File: config.mk
export PLATFORM = sky130hd
export DESIGN_NAME = jt053246_drq_flat
export DESIGN_NICKNAME = d
export VERILOG_FILES = /design/src/rtl/jt053246_pkg.sv /design/src/rtl/jt053246_drq_if.sv /design/src/rtl/jt053246_drq_fifo.sv /design/src/rtl/jt053246_drq.sv /design/src/flat_wrapper.sv
export SDC_FILE = /design/constraint.sdc
export NUM_CORES = 1
export LEC_CHECK = 0
export BUFFER_PORTS_ARGS = -buffer_cell sky130_fd_sc_hd__clkbuf_2
export CORE_ASPECT_RATIO = 1.4
export CORE_UTILIZATION = 45
export DETAILED_ROUTE_END_ITERATION = 12
export GPL_TIMING_DRIVEN = 0
export PLACE_DENSITY = 0.62
export SLEW_MARGIN = 20
export SYNTH_ARGS = -nofsm -noshare
export SYNTH_HDL_FRONTEND = slang
export SYNTH_SLANG_ARGS = --single-unit
File: constraint.sdc
create_clock -name clk -period 3.8 [get_ports clk]
set_clock_uncertainty 0.2 [all_clocks]
set_input_delay 0.57 -clock clk [delete_from_list [all_inputs] [get_ports clk]]
set_output_delay 0.57 -clock clk [all_outputs]
set_load 0.02 [all_outputs]
File: src/rtl/jt053246_pkg.sv
`default_nettype none
//============================================================================
// Module      : jt053246_pkg
// Description : Shared types and constants for the k053246 draw-request
//               queue: the queued entry layout, the launch FSM states and
//               a saturating adder for the drop counter.
// Revision    : 1.0 - initial release
//============================================================================
package jt053246_pkg;

    localparam int ENTRY_W = 56;

    localparam logic [7:0] c_DROPS_MAX = 8'hFF;

    // One queued draw request, fields in the order the scanner presents them
    typedef struct packed {
        logic [15:0] code;
        logic [9:0]  attr;
        logic        hflip;
        logic        vflip;
        logic [8:0]  hpos;
        logic [3:0]  ysub;
        logic [11:0] hzoom;
        logic        hz_keep;
        logic [1:0]  shd;
    } drq_entry_t;

    // Launch sequencer states
    typedef enum logic [1:0] {
        IDLE  = 2'd0,
        START = 2'd1,
        GUARD = 2'd2,
        WAIT  = 2'd3
    } drq_state_t;

    // 8-bit add that sticks at the maximum instead of wrapping
    function automatic logic [7:0] sat_add8(input logic [7:0] a, input logic [7:0] b);
        logic [8:0] s;
        s = {1'b0, a} + {1'b0, b};
        return s[8] ? c_DROPS_MAX : s[7:0];
    endfunction

endpackage
`default_nettype wire

File: src/rtl/jt053246_drq_if.sv
`default_nettype none
//============================================================================
// Module      : jt053246_drq_if
// Description : Scanner-side request bus and draw-engine-side launch bus of
//               the draw-request queue. The slave modport is the queue, the
//               master modport is the scanner/engine pair around it.
// Revision    : 1.0 - initial release
//============================================================================
interface jt053246_drq_if;

    // scanner side
    logic        in_start;
    logic        in_busy;
    logic [15:0] in_code;
    logic [9:0]  in_attr;
    logic        in_hflip;
    logic        in_vflip;
    logic [8:0]  in_hpos;
    logic [3:0]  in_ysub;
    logic [11:0] in_hzoom;
    logic        in_hz_keep;
    logic [1:0]  in_shd;

    // draw engine side
    logic        out_start;
    logic [15:0] out_code;
    logic [9:0]  out_attr;
    logic        out_hflip;
    logic        out_vflip;
    logic [8:0]  out_hpos;
    logic [3:0]  out_ysub;
    logic [11:0] out_hzoom;
    logic        out_hz_keep;
    logic [1:0]  out_shd;
    logic        eng_busy;
    logic        out_abort;

    modport master (
        output in_start, in_code, in_attr, in_hflip, in_vflip, in_hpos,
               in_ysub, in_hzoom, in_hz_keep, in_shd, eng_busy,
        input  in_busy, out_start, out_code, out_attr, out_hflip, out_vflip,
               out_hpos, out_ysub, out_hzoom, out_hz_keep, out_shd, out_abort
    );

    modport slave (
        input  in_start, in_code, in_attr, in_hflip, in_vflip, in_hpos,
               in_ysub, in_hzoom, in_hz_keep, in_shd, eng_busy,
        output in_busy, out_start, out_code, out_attr, out_hflip, out_vflip,
               out_hpos, out_ysub, out_hzoom, out_hz_keep, out_shd, out_abort
    );

endinterface
`default_nettype wire

File: src/rtl/jt053246_drq_fifo.sv
`default_nettype none
//============================================================================
// Module      : jt053246_drq_fifo
// Description : Small circular buffer of draw requests. Flush wins over push
//               and pop; a push while full or a pop while empty is ignored.
// Revision    : 1.0 - initial release
//============================================================================
module jt053246_drq_fifo
    import jt053246_pkg::*;
#(
    parameter int DEPTH = 4,
    parameter int AW    = $clog2(DEPTH)
)(
    input  wire logic       clk,
    input  wire logic       rst,
    input  wire logic       cen,
    input  wire logic       i_push,
    input  wire logic       i_pop,
    input  wire logic       i_flush,
    input  drq_entry_t      i_din,
    output drq_entry_t      o_dout,
    output logic [AW:0]     o_count,
    output logic            o_full,
    output logic            o_empty
);

    localparam logic [AW-1:0] c_PTR_ONE = AW'(1);
    localparam logic [AW:0]   c_CNT_ONE = (AW+1)'(1);
    localparam logic [AW:0]   c_CNT_FULL = (AW+1)'(DEPTH);

    drq_entry_t      r_mem [DEPTH];
    logic [AW-1:0]   r_wr_ptr;
    logic [AW-1:0]   r_rd_ptr;
    logic [AW:0]     r_count;
    logic            w_do_push;
    logic            w_do_pop;

    assign o_full    = (r_count == c_CNT_FULL);
    assign o_empty   = (r_count == '0);
    assign o_count   = r_count;
    assign o_dout    = r_mem[r_rd_ptr];
    assign w_do_push = i_push && !o_full  && !i_flush;
    assign w_do_pop  = i_pop  && !o_empty && !i_flush;

    // Storage write; contents need no reset since count gates every read
    always_ff @(posedge clk) begin
        if (cen && w_do_push) begin
            r_mem[r_wr_ptr] <= i_din;
        end
    end

    // Pointer and occupancy bookkeeping; simultaneous push/pop keeps count
    always_ff @(posedge clk or posedge rst) begin
        if (rst) begin
            r_wr_ptr <= '0;
            r_rd_ptr <= '0;
            r_count  <= '0;
        end else if (cen) begin
            if (i_flush) begin
                r_wr_ptr <= '0;
                r_rd_ptr <= '0;
                r_count  <= '0;
            end else begin
                if (w_do_push) r_wr_ptr <= r_wr_ptr + c_PTR_ONE;
                if (w_do_pop)  r_rd_ptr <= r_rd_ptr + c_PTR_ONE;
                case ({w_do_push, w_do_pop})
                    2'b10:   r_count <= r_count + c_CNT_ONE;
                    2'b01:   r_count <= r_count - c_CNT_ONE;
                    default: r_count <= r_count;
                endcase
            end
        end
    end

endmodule
`default_nettype wire

File: src/rtl/jt053246_drq.sv
`default_nettype none
//============================================================================
// Module      : jt053246_drq
// Description : Draw-request queue between the object-table scanner and the
//               sprite draw engine. Buffers scanner requests, launches them
//               one at a time with a start/busy handshake, flushes stale
//               work and swaps the line-buffer bank at each line start, and
//               counts discarded requests.
// Revision    : 1.0 - initial release
//============================================================================
module jt053246_drq
    import jt053246_pkg::*;
#(
    parameter int DEPTH = 4,
    parameter int AW    = $clog2(DEPTH)
)(
    input  wire logic        rst,
    input  wire logic        clk,
    input  wire logic        cen,
    input  wire logic        hs,
    jt053246_drq_if.slave    bus,
    output logic             lbuf_bank,
    output logic [7:0]       drops
);

    drq_state_t  r_state;
    drq_state_t  w_state_nxt;
    logic        w_load;
    logic        r_hs_l;
    logic        w_line_start;
    logic        r_abort;
    logic        r_bank;
    logic [7:0]  r_drops;
    logic [7:0]  w_drop_add;
    drq_entry_t  w_in_entry;
    drq_entry_t  w_fifo_dout;
    drq_entry_t  r_out;
    logic [AW:0] w_count;
    logic        w_full;
    logic        w_empty;

    assign w_line_start = hs && !r_hs_l;

    assign w_in_entry = '{
        code:    bus.in_code,
        attr:    bus.in_attr,
        hflip:   bus.in_hflip,
        vflip:   bus.in_vflip,
        hpos:    bus.in_hpos,
        ysub:    bus.in_ysub,
        hzoom:   bus.in_hzoom,
        hz_keep: bus.in_hz_keep,
        shd:     bus.in_shd
    };

    jt053246_drq_fifo #(
        .DEPTH (DEPTH),
        .AW    (AW)
    ) u_fifo (
        .clk     (clk),
        .rst     (rst),
        .cen     (cen),
        .i_push  (bus.in_start),
        .i_pop   (w_load),
        .i_flush (w_line_start),
        .i_din   (w_in_entry),
        .o_dout  (w_fifo_dout),
        .o_count (w_count),
        .o_full  (w_full),
        .o_empty (w_empty)
    );

    // Launch sequencer: GUARD masks the cycle before the engine can raise busy
    always_comb begin
        w_state_nxt = r_state;
        w_load      = 1'b0;
        if (w_line_start) begin
            w_state_nxt = IDLE;
        end else begin
            case (r_state)
                IDLE: begin
                    if (!w_empty) begin
                        w_state_nxt = START;
                        w_load      = 1'b1;
                    end
                end
                START:   w_state_nxt = GUARD;
                GUARD:   w_state_nxt = WAIT;
                WAIT:    if (!bus.eng_busy) w_state_nxt = IDLE;
                default: w_state_nxt = IDLE;
            endcase
        end
    end

    // Requests lost this cycle: the whole queue plus any same-cycle push on a
    // line start, otherwise a push that arrives while full
    always_comb begin
        w_drop_add = 8'd0;
        if (w_line_start) begin
            w_drop_add = 8'(w_count) + 8'(bus.in_start);
        end else if (bus.in_start && w_full) begin
            w_drop_add = 8'd1;
        end
    end

    // Sequencer state, hs history, abort pulse, bank and drop counter
    always_ff @(posedge clk or posedge rst) begin
        if (rst) begin
            r_state <= IDLE;
            r_hs_l  <= 1'b0;
            r_abort <= 1'b0;
            r_bank  <= 1'b0;
            r_drops <= 8'd0;
        end else if (cen) begin
            r_state <= w_state_nxt;
            r_hs_l  <= hs;
            r_abort <= w_line_start && (r_state != IDLE);
            if (w_line_start) r_bank <= ~r_bank;
            r_drops <= sat_add8(r_drops, w_drop_add);
        end
    end

    // Launched entry is held for the engine until the next launch, even
    // across a flush
    always_ff @(posedge clk or posedge rst) begin
        if (rst) begin
            r_out <= '0;
        end else if (cen && w_load) begin
            r_out <= w_fifo_dout;
        end
    end

    assign bus.in_busy     = w_full;
    assign bus.out_start   = (r_state == START);
    assign bus.out_abort   = r_abort;
    assign bus.out_code    = r_out.code;
    assign bus.out_attr    = r_out.attr;
    assign bus.out_hflip   = r_out.hflip;
    assign bus.out_vflip   = r_out.vflip;
    assign bus.out_hpos    = r_out.hpos;
    assign bus.out_ysub    = r_out.ysub;
    assign bus.out_hzoom   = r_out.hzoom;
    assign bus.out_hz_keep = r_out.hz_keep;
    assign bus.out_shd     = r_out.shd;
    assign lbuf_bank       = r_bank;
    assign drops           = r_drops;

endmodule
`default_nettype wire
File: src/flat_wrapper.sv
// flat-port wrapper written by rule: the top's interface ports become plain ports
module jt053246_drq_flat import jt053246_pkg::*;
#(
    parameter int DEPTH = 4,
    parameter int AW    = $clog2(DEPTH)
)
  (rst, clk, cen, hs, lbuf_bank, drops, bus_in_start, bus_in_code, bus_in_attr, bus_in_hflip, bus_in_vflip, bus_in_hpos, bus_in_ysub, bus_in_hzoom, bus_in_hz_keep, bus_in_shd, bus_eng_busy, bus_in_busy, bus_out_start, bus_out_code, bus_out_attr, bus_out_hflip, bus_out_vflip, bus_out_hpos, bus_out_ysub, bus_out_hzoom, bus_out_hz_keep, bus_out_shd, bus_out_abort);
  jt053246_drq_if bus_i ();
  input  wire logic rst;
  input  wire logic clk;
  input  wire logic cen;
  input  wire logic hs;
  output logic lbuf_bank;
  output logic [7:0] drops;
  input wire logic [$bits(bus_i.in_start)-1:0] bus_in_start;
  input wire logic [$bits(bus_i.in_code)-1:0] bus_in_code;
  input wire logic [$bits(bus_i.in_attr)-1:0] bus_in_attr;
  input wire logic [$bits(bus_i.in_hflip)-1:0] bus_in_hflip;
  input wire logic [$bits(bus_i.in_vflip)-1:0] bus_in_vflip;
  input wire logic [$bits(bus_i.in_hpos)-1:0] bus_in_hpos;
  input wire logic [$bits(bus_i.in_ysub)-1:0] bus_in_ysub;
  input wire logic [$bits(bus_i.in_hzoom)-1:0] bus_in_hzoom;
  input wire logic [$bits(bus_i.in_hz_keep)-1:0] bus_in_hz_keep;
  input wire logic [$bits(bus_i.in_shd)-1:0] bus_in_shd;
  input wire logic [$bits(bus_i.eng_busy)-1:0] bus_eng_busy;
  output wire logic [$bits(bus_i.in_busy)-1:0] bus_in_busy;
  output wire logic [$bits(bus_i.out_start)-1:0] bus_out_start;
  output wire logic [$bits(bus_i.out_code)-1:0] bus_out_code;
  output wire logic [$bits(bus_i.out_attr)-1:0] bus_out_attr;
  output wire logic [$bits(bus_i.out_hflip)-1:0] bus_out_hflip;
  output wire logic [$bits(bus_i.out_vflip)-1:0] bus_out_vflip;
  output wire logic [$bits(bus_i.out_hpos)-1:0] bus_out_hpos;
  output wire logic [$bits(bus_i.out_ysub)-1:0] bus_out_ysub;
  output wire logic [$bits(bus_i.out_hzoom)-1:0] bus_out_hzoom;
  output wire logic [$bits(bus_i.out_hz_keep)-1:0] bus_out_hz_keep;
  output wire logic [$bits(bus_i.out_shd)-1:0] bus_out_shd;
  output wire logic [$bits(bus_i.out_abort)-1:0] bus_out_abort;
  assign bus_i.in_start = bus_in_start;
  assign bus_i.in_code = bus_in_code;
  assign bus_i.in_attr = bus_in_attr;
  assign bus_i.in_hflip = bus_in_hflip;
  assign bus_i.in_vflip = bus_in_vflip;
  assign bus_i.in_hpos = bus_in_hpos;
  assign bus_i.in_ysub = bus_in_ysub;
  assign bus_i.in_hzoom = bus_in_hzoom;
  assign bus_i.in_hz_keep = bus_in_hz_keep;
  assign bus_i.in_shd = bus_in_shd;
  assign bus_i.eng_busy = bus_eng_busy;
  assign bus_in_busy = bus_i.in_busy;
  assign bus_out_start = bus_i.out_start;
  assign bus_out_code = bus_i.out_code;
  assign bus_out_attr = bus_i.out_attr;
  assign bus_out_hflip = bus_i.out_hflip;
  assign bus_out_vflip = bus_i.out_vflip;
  assign bus_out_hpos = bus_i.out_hpos;
  assign bus_out_ysub = bus_i.out_ysub;
  assign bus_out_hzoom = bus_i.out_hzoom;
  assign bus_out_hz_keep = bus_i.out_hz_keep;
  assign bus_out_shd = bus_i.out_shd;
  assign bus_out_abort = bus_i.out_abort;
  jt053246_drq #(.DEPTH(DEPTH), .AW(AW)) u_core (.rst(rst), .clk(clk), .cen(cen), .hs(hs), .bus(bus_i), .lbuf_bank(lbuf_bank), .drops(drops));
endmodule
==> flow_metrics.env <==
export IMPL_status="finished clean"
export IMPL_ys_ff_latch=300
export IMPL_grt_max_degree=48
export IMPL_grt_overflow_total=0
export IMPL_first_global_vias=6264
export IMPL_fin_area_sq_um=13600
export IMPL_ios=130
export IMPL_viasPerCell=5.39
export IMPL_hold_path_class="in -> reg"
export IMPL_worstSkewPairLatency_ps=540
export IMPL_fp_dieArea_sq_um=26300
export IMPL_cap_violations=0
export IMPL_port_buffers=128
export IMPL_gp_congestion=0.767
export IMPL_num_antenna_cells=0
export IMPL_powerDensity_nw_per_um2=720
export IMPL_syn_inst=560
export IMPL_cts_root_buf="clkbuf_16"
export IMPL_detailed_place_area_sq_um=12700
export IMPL_die_h_microns=192
export IMPL_power_total_mw=9.81
export IMPL_postSynthAreaPerCell_sq_um=20.6
export IMPL_core_area_sq_um=25300
export IMPL_relSlewSlack_pct=48.9
export IMPL_wl_per_cell_microns=20.8
export IMPL_grt_pass1_wl_microns=34500
export IMPL_hold_violations=0
export IMPL_wirelength_microns=22200
export IMPL_dr_pass1_iters=4
export IMPL_peakVddDrop_uv=502
export IMPL_yosys_warnings=0
export IMPL_hpwl_microns=14100
export IMPL_clk_path_buf_depth=3
export IMPL_cts_sinks=300
export IMPL_cp_required_ps=4040
export IMPL_period_needed_ps=2910
export IMPL_drtAntennaViolNets=0
export IMPL_cp_arrival_ps=3150
export IMPL_fill_cells=2021
export IMPL_drive_gt1_share_pct=42.1
export IMPL_hold_depth=1
export IMPL_finalCritPeriodShare_pct=76.5
export IMPL_rsz0062_at_grt="no"
export IMPL_worst_path_max_fanout=8
export IMPL_fmax_ghz=0.344
export IMPL_areaGrowthSynthToFinish_pct=18.0
export IMPL_cts_tree="done"
export IMPL_multi_input_area_sq_um=2730
export IMPL_row_count=69
export IMPL_cts_made_buffers=29
export IMPL_ff_latch_area_sq_um=8630
export IMPL_preCtsSetupSlack_ps=771
export IMPL_drc=0
export IMPL_final_nets=804
export IMPL_worstSetupStartpointType="flip-flop"
export IMPL_dp_cells=1012
export IMPL_drv_slew=0
export IMPL_grt_usage_pct=17.7
export IMPL_synth_ff_type="edfxtp_1"
export IMPL_tightest_slew_ps=766
export IMPL_worstRegToRegCells=10
export IMPL_yosysSeqAreaShare_pct=74.7
export IMPL_antenna_found_initial=0
export IMPL_p_leak_nw=5.01
export IMPL_die_width_microns=137
export IMPL_vias=5748
export IMPL_synth_edff_count=224
export IMPL_yosysUniqueCellTypes=45
export IMPL_syn_nets=639
export IMPL_final_cells=1067
export IMPL_worstSetupPathType="reg -> reg"
export IMPL_synthArstFlopShare_pct=25.3
export IMPL_clk_pin_slew_ps=70
export IMPL_initialDrtViolationCount=238
export IMPL_endpoint_kind="flip-flop"
export IMPL_layout_setup_ws_ps=894
export IMPL_initial_core_util_pct=45.6
export IMPL_htreeDepth=1
export IMPL_setup_viol=0
export IMPL_synthesis_area_sq_um=11500
[metrics by stage]
stage,setup TNS (ps),hold slack [ps],util [%]
global route,0,20.1,53.9
floorplan,0,295,-
detailed placement,0,274,50.4
CTS,0,17.6,53.9
finish,0,41.7,53.9
global placement,-235880,264,49.8
[per-layer routing]
layer  routed length (microns)  global-route usage (%)  share of wire (%)  up-vias
li1                          -                       -                  -     2576
met1                      8640                    20.8                 39     2990
met2                     11900                    31.8                 54      141
met5                         0                       0                  0        -
met3                      1170                    3.82                5.2       41
met4                       529                    5.16                2.4        0
[sequential cells by signal (all words and copies together) (netlist names)]
register,cells
u_core.bus.out_shd,2
u_core.u_fifo.r_rd_ptr,2
u_core.u_fifo.r_mem,224
u_core.drops,8
u_core.bus.out_hpos,9
u_core.r_state,2
u_core.u_fifo.o_count,3
u_core.bus.out_abort,1
u_core.bus.out_hflip,1
u_core.r_hs_l,1
u_core.bus.out_hzoom,12
u_core.lbuf_bank,1
u_core.bus.out_hz_keep,1
u_core.u_fifo.r_wr_ptr,2
u_core.bus.out_ysub,4
u_core.bus.out_vflip,1
u_core.bus.out_code,16
u_core.bus.out_attr,10
[worst max-delay path, stage by stage, from the launching register on]
cell and delay [ps]:
dfrtp_1 410, buf_2 190, nor3b_1 370, nand2_1 90, o21ai_0 180, ha_1 230, fa_1 230, a21oi_1 100
o21ai_0 310, nand4_1 310, o211ai_1 200
[synth_stat cells, types with 5 or more instances]
library cell / instances / area, sq um
nor2_1: 5 / 18.8
mux2_2: 59 / 664
dfrtp_1: 76 / 1900
ha_1: 15 / 188
nand2_1: 14 / 52.6
buf_2: 11 / 55.1
buf_4: 5 / 37.5
a21oi_1: 5 / 25.0
nand3_1: 8 / 40.0
o21ai_0: 9 / 45.0
mux4_2: 56 / 1260
o211ai_1: 5 / 37.5
and2_1: 5 / 31.3
xnor2_1: 5 / 43.8
inv_1: 8 / 30.0
edfxtp_1: 224 / 6730
clkbuf_1: 7 / 26.3
[power breakdown]
group          internal, mW  switching, mW  total, mW
clock network          1.46           1.18       2.65
registers              4.09          0.281       4.37
logic                  1.28           1.51       2.79
[logic make-up (layout without fill, tap and decap cells)]
kind of cell | Yosys count | after routing | share of synthesized area [%]
mux | 119 | 119 | 17.0
fa+ha+maj | 17 | 17 | 1.97
buf+inv | 36 | 224 | 1.71
flops | 300 | 300 | 74.7
simple gates | 48 | 48 | 2.16
xor+xnor | 5 | 5 | 0.379
compound gates | 35 | 35 | 2.04
[timing repair]
action                                 CTS  global route
hold buffers                             1             0
endpoints found under the hold margin   29             0
resized for setup                        0             0
setup endpoints to repair                0             0
setup buffers                            0             0
[cell usage in the layout, fill, tap and decap left out, types with 3 or more instances in the layout]
cell type,count
edfxtp_1,224
clkinvlp_4,3
mux4_2,56
clkbuf_1,11
o211ai_1,5
nand4_1,3
clkinv_2,9
inv_1,7
nor2b_1,4
nand2_1,14
and2_4,4
o21ai_0,9
clkbuf_16,29
clkbuf_2,128
a21oi_1,5
xnor2_1,5
nand3_1,8
buf_4,5
mux2i_1,4
buf_16,5
dfrtp_1,76
nor2_1,5
clkinv_1,8
buf_2,11
mux2_2,59
ha_1,15
[final cells by class]
type	instances	area share, %
Tap cell	319	2.93
Sequential cell	300	63.3
Inverter	9	0.285
Clock buffer	33	5.44
Timing Repair Buffer	134	5.79
Clock inverter	21	0.974
Multi-Input combinational cell	224	20.0
Buffer	27	1.20
[path summary, 6_finish.rpt]
kind	start	to	slack (ps)
max in group asynchronous	rst	u_core.bus.out_hpos[3]	2450
min reg2reg	u_core.bus.out_abort	u_core.bus.out_abort	280
max reg2reg	u_core.u_fifo.o_count[0]	u_core.drops[3]	890
max	u_core.u_fifo.o_count[0]	u_core.drops[3]	890
min in group asynchronous	rst	u_core.bus.out_attr[8]	370
min	bus_in_attr[9]	u_core.u_fifo.r_mem[0][39]	40
No activity file was read; power rests on OpenSTA's default activity.
